File: src/rtl/wbn_pkg.sv
// ============================================================================
// wbn_pkg : shared types for the Wishbone slave RAM
// Rev 1.0 : initial release
// ============================================================================
`default_nettype none

package wbn_pkg;

  typedef enum logic [1:0] {
    ST_IDLE = 2'd0,
    ST_WAIT = 2'd1,
    ST_RESP = 2'd2
  } state_t;

  typedef enum logic [1:0] {
    RSP_NONE = 2'd0,
    RSP_ACK  = 2'd1,
    RSP_ERR  = 2'd2
  } rsp_t;

  localparam int CNT_W = 4;

endpackage

`default_nettype wire

File: src/rtl/wbn_ram.sv
// ============================================================================
// wbn_ram : DEPTH x DW storage, byte-enable synchronous write, synchronous read
// Rev 1.0 : initial release
// ============================================================================
`default_nettype none

module wbn_ram #(
  parameter int DW    = 32,
  parameter int SW    = DW / 8,
  parameter int DEPTH = 64,
  parameter int MAW   = 6
) (
  input  logic           clk_i,
  input  logic           we_i,
  input  logic           re_i,
  input  logic [SW-1:0]  be_i,
  input  logic [MAW-1:0] addr_i,
  input  logic [DW-1:0]  wdata_i,
  output logic [DW-1:0]  rdata_o
);

  localparam int BW = DW / SW;

  logic [DW-1:0] mem_q [DEPTH];
  logic [DW-1:0] rdata_q;

  always_ff @(posedge clk_i) begin
    if (we_i) begin
      for (int i = 0; i < SW; i++) begin
        if (be_i[i]) mem_q[addr_i][i*BW +: BW] <= wdata_i[i*BW +: BW];
      end
    end
    if (re_i) rdata_q <= mem_q[addr_i];
  end

  assign rdata_o = rdata_q;

endmodule

`default_nettype wire

File: src/rtl/wbn_slv_ram.sv
// ============================================================================
// wbn_slv_ram : Wishbone classic slave RAM with programmable wait states
// Rev 1.0 : initial release
// ============================================================================
`default_nettype none

module wbn_slv_ram
  import wbn_pkg::*;
#(
  parameter int AW    = 32,
  parameter int DW    = 32,
  parameter int SW    = DW / 8,
  parameter int DEPTH = 64,
  parameter int WAIT  = 1
) (
  input  logic          clk_i,
  input  logic          rst_ni,
  input  logic          cyc_i,
  input  logic          stb_i,
  input  logic          we_i,
  input  logic [AW-1:0] adr_i,
  input  logic [SW-1:0] sel_i,
  input  logic [DW-1:0] dat_w_i,
  output logic [DW-1:0] dat_r_o,
  output logic          ack_o,
  output logic          err_o,
  output logic          rty_o
);

  localparam int OB      = $clog2(SW);
  localparam int IW      = AW - OB;
  localparam int MAW     = (DEPTH > 1) ? $clog2(DEPTH) : 1;
  localparam bit NO_WAIT = (WAIT == 0);

  state_t           state_q;
  rsp_t             rsp_q;
  logic [CNT_W-1:0] cnt_q;
  logic             we_q;
  logic [IW-1:0]    idx_q;
  logic [SW-1:0]    sel_q;
  logic [DW-1:0]    dat_q;
  logic             rd_zero_q;

  logic             req;
  logic             in_idle;
  logic             cur_we;
  logic [IW-1:0]    cur_idx;
  logic [SW-1:0]    cur_sel;
  logic [DW-1:0]    cur_dat;
  logic             cur_err;
  logic             go_resp;
  logic             ram_we;
  logic             ram_re;
  logic [DW-1:0]    ram_rdata;
  logic             unused_adr;

  assign req     = cyc_i & stb_i;
  assign in_idle = (state_q == ST_IDLE);

  // With zero wait states the accepting edge is also the RESP edge, so the
  // live bus fields must be used there; otherwise the latched copy is used.
  assign cur_we  = in_idle ? we_i              : we_q;
  assign cur_idx = in_idle ? adr_i[AW-1:OB]    : idx_q;
  assign cur_sel = in_idle ? sel_i             : sel_q;
  assign cur_dat = in_idle ? dat_w_i           : dat_q;
  assign cur_err = (cur_idx >= IW'(DEPTH)) || (cur_sel == '0);

  assign go_resp = rst_ni & req &
                   ((in_idle & NO_WAIT) | ((state_q == ST_WAIT) & (cnt_q == '0)));
  assign ram_we  = go_resp &  cur_we & ~cur_err;
  assign ram_re  = go_resp & ~cur_we & ~cur_err;

  assign unused_adr = ^adr_i[OB-1:0];

  always_ff @(posedge clk_i or negedge rst_ni) begin
    if (!rst_ni) begin
      state_q   <= ST_IDLE;
      rsp_q     <= RSP_NONE;
      cnt_q     <= '0;
      we_q      <= 1'b0;
      idx_q     <= '0;
      sel_q     <= '0;
      dat_q     <= '0;
      rd_zero_q <= 1'b1;
    end else begin
      rsp_q <= RSP_NONE;
      if (go_resp && !cur_we) rd_zero_q <= cur_err;
      case (state_q)
        ST_IDLE: begin
          if (req) begin
            we_q  <= we_i;
            idx_q <= adr_i[AW-1:OB];
            sel_q <= sel_i;
            dat_q <= dat_w_i;
            if (NO_WAIT) begin
              state_q <= ST_RESP;
              rsp_q   <= cur_err ? RSP_ERR : RSP_ACK;
            end else begin
              state_q <= ST_WAIT;
              cnt_q   <= CNT_W'(WAIT - 1);
            end
          end
        end
        ST_WAIT: begin
          if (!req) begin
            state_q <= ST_IDLE;
            cnt_q   <= '0;
          end else if (cnt_q == '0) begin
            state_q <= ST_RESP;
            rsp_q   <= cur_err ? RSP_ERR : RSP_ACK;
          end else begin
            cnt_q <= cnt_q - 1'b1;
          end
        end
        ST_RESP: state_q <= ST_IDLE;
        default: state_q <= ST_IDLE;
      endcase
    end
  end

  wbn_ram #(
    .DW    (DW),
    .SW    (SW),
    .DEPTH (DEPTH),
    .MAW   (MAW)
  ) u_ram (
    .clk_i   (clk_i),
    .we_i    (ram_we),
    .re_i    (ram_re),
    .be_i    (cur_sel),
    .addr_i  (cur_idx[MAW-1:0]),
    .wdata_i (cur_dat),
    .rdata_o (ram_rdata)
  );

  // Read data register is the RAM output; rd_zero_q masks it to 0 after
  // reset and after an errored read, and holds across write responses.
  assign dat_r_o = rd_zero_q ? '0 : ram_rdata;
  assign ack_o   = (rsp_q == RSP_ACK);
  assign err_o   = (rsp_q == RSP_ERR);
  assign rty_o   = 1'b0;

endmodule

`default_nettype wire

File: config.mk
export PLATFORM = sky130hd
export DESIGN_NAME = wbn_slv_ram
export DESIGN_NICKNAME = d
export VERILOG_FILES = /design/src/rtl/wbn_pkg.sv /design/src/rtl/wbn_ram.sv /design/src/rtl/wbn_slv_ram.sv
export SDC_FILE = /design/constraint.sdc
export NUM_CORES = 2
export LEC_CHECK = 0
export ABC_AREA = 1
export CORE_ASPECT_RATIO = 1.4
export CORE_MARGIN = 1
export CORE_UTILIZATION = 52
export CTS_CLUSTER_SIZE = 14
export DETAILED_ROUTE_END_ITERATION = 10
export MAX_ROUTING_LAYER = met4
export PLACE_DENSITY_LB_ADDON = 0.25
export SLEW_MARGIN = 20
export SYNTH_ARGS = -nofsm -noshare
export SYNTH_HDL_FRONTEND = slang
export SYNTH_SLANG_ARGS = --single-unit
File: constraint.sdc
create_clock -name clk_i -period 4.7 [get_ports clk_i]
set_input_delay 0.94 -clock clk_i [delete_from_list [all_inputs] [get_ports clk_i]]
set_output_delay 0.94 -clock clk_i [all_outputs]
set_load 0.1 [all_outputs]
==> reports/metrics.cfg <==
[critical_path]
worstPathMaxFanout = 7
start_kind = flop
crit_arrival_ns = 3.34
cp.required_ns = 3.76
reg2regPathDepth = 8
worstSetupPathType = flop to output port
cp-end-kind = output port

[final_layout]
final_cell_mix = nand2_1 (5234), edfxtp_1 (2080), nand3_1 (711), nor2_1 (370), buf_4 (333)
area_delta_synth_final_pct = 12.4
final_nets = 9535
final_cell_area_mm2 = 0.104
drive_gt1_share_pct = 7.61
final_util_pct = 58.8
layout_commonest_cell = nand2_1

[timing]
tns_ns = 0
relSlewSlack_pct = 21.3
fmax_mhz = 234
setup_viol = 0
period_minus_slack_ns = 4.28
skew_ns = 0.0280
slew_viol_final = 0
final.period_utilization_pct = 91.0
rsz0062_at_grt = false
hold_violations = 0
tightest_slew_ns = 1.18

[synth]
synthCells = 9337
synth_fa_ha_area_share_pct = 0.0269
synthesis.area_mm2 = 0.0929
synth_top_family_by_area = simple AND/OR/NAND/NOR gates
synth_seq_cells = 2156
synth_compound_area_share_pct = 0.591
synthXorXnorAreaFrac_pct = 0
yosysWarnings = 0
syn_nets = 9412
synth_cell_types = 33
ys_seq_area_share_pct = 69.3
synthSimpleGateAreaFrac_pct = 26.9
synthMuxAreaShare_pct = 0.170
synth_area_per_cell_um2 = 9.95

[global_routing]
overflow = 0
grt.total_usage_pct = 30.1
antenna_found_initial = 13
grt_pass1_vias = 62500
grt_max_degree = 188
grt_pass1_wl_um = 393000

[placed_design]
place_area_mm2 = 0.0984
place.gp.congestion = 0.908
io_buffers = 104
place_hpwl_um = 159000

[detailed_routing]
wl_um = 265000
first_pass_iters = 8
viasPerCell = 5.54
ant_nets = 0
avgRoutedWirePerCell_um = 22.2
vias = 66100
drc_errors = 0
drt_iter0_drc = 7667

[floorplan]
dieArea_mm2 = 0.180
core_area_mm2 = 0.177
die_w_um = 359
start_util_pct = 52.3
num_rows = 183
die_h_um = 502
pin_count = 108

[status]
status = finished, final reports clean

[power_and_ir_drop]
clkPwrFrac_pct = 32.4
power_density_mw_per_mm2 = 451
pwr-share-comb_pct = 20.5
p_int_w = 0.0326
switchingPower_w = 0.0145
vdd_drop_max_mv = 0.458
p_sw_share_pct = 30.7
seqPwrFrac_pct = 47.1
p_leak_nw = 43.4

[clock_tree]
post_cts_resized = 0
clk_pin_slew_ns = 0.06
ctsLongestPathBuffers = 3
cts.htree.levels = 4
clkSinkCount = 2156
cts-hold-fix-buffers = 0
insertion_delay_ns = 0.85
cts_tree = yes
cts_setup_buffers = 0
cts_made_buffers = 194
cts_root_buf = clkbuf_16

[flow_run]
cap_violations = 0

[hold_path]
min_path_type = input port to asynchronous set/reset pin

-- worst paths after layout --
check	startpoint	to	slack, ns
worst max-delay path	rd_zero_q	dat_r_o[17]	0.42
worst min-delay path	rst_ni	dat_q[17]	0.04
worst max register to register	state_q[1]	u_ram.mem_q[38][10]	0.76
worst min register to register	dat_q[18]	dat_q[18]	0.49
max in group asynchronous	rst_ni	dat_q[19]	3.63
min in group clk_i	dat_q[18]	dat_q[18]	0.49
-- sequential cells by signal, indices dropped and copies added, names as in the netlist --
| signal | cells |
|---|---|
| sel_q | 4 |
| state_q | 2 |
| u_ram.rdata_o | 32 |
| cnt_q | 4 |
| rd_zero_q | 1 |
| we_q | 1 |
| idx_q | 30 |
| u_ram.mem_q | 2048 |
| rsp_q | 2 |
| dat_q | 32 |
-- power by group through the flow --
stage | Clock (W) | Sequential, W | Combinational, W
after floorplan | 0 | 0.0227 | 0.00597
after global placement | 0 | 0.0226 | 0.00944
after detailed placement | 0 | 0.0226 | 0.00957
after CTS | 0.0154 | 0.0222 | 0.00961
after global routing | 0.0161 | 0.0222 | 0.0105
final | 0.0152 | 0.0222 | 0.00967
-- critical path, cell delays in order (launching register included) --
cell	delay, ns
dfstp_2	0.51
nor2_1	0.69
clkdlybuf4s50_1	1.28
-- cell type report --
type,instances,area [um^2]
well taps,2312,2890
repair buffers,480,4430
inverters,140,526
clock inverters,100,741
fillers,14400,73100
clock buffers,256,5220
flip-flops and latches,2156,64400
diodes,6,15.0
multi-input cells,6488,26200
-- synth_stat cells, drive strengths merged --
library cell     n  area share, %
mux2            14           0.17
nand2         5246             21
nor2           384            1.6
clkbuf         320            1.3
inv            140           0.57
o21ai          100           0.56
nand4            2          0.013
o22ai            1         0.0067
nor3b            2          0.016
nor4             8          0.054
a31o             1         0.0094
dfrtp           75            2.0
dfstp            1          0.028
a21oi            3          0.016
ha               2          0.027
conb             1         0.0040
nor3             9          0.070
edfxtp        2080             67
nand3          715            3.9
buf            233            1.2
-- metrics by stage --
step	worst slack, ns	cells	hold WS [ns]	power (W)
after global routing	0.420	11900	0.0471	0.0488
after CTS	0.362	11900	0.0190	0.0472
final	0.425	11900	0.0365	0.0471
after floorplan	0.186	9337	0.448	0.0287
after detailed placement	0.233	11600	0.471	0.0322
after global placement	0.316	11600	0.466	0.0320
-- cells by family after synthesis --
group	count (synthesis)
muxes	14
buffers and inverters	693
adders and majority gates	2
other	1
DFF	2156
and+or+nand+nor	6366
AOI/OAI and AO/OA	105
-- per-layer routing --
layer	track usage [%]	part of all wire (%)	vias to the layer above
met2	47.7	48	3103
li1	-	-	30800
met1	37.7	37	31700
met4	16.6	6.1	0
met3	4.06	8.5	597
met5	-	0	-
No activity file was read; power rests on OpenSTA's default activity.
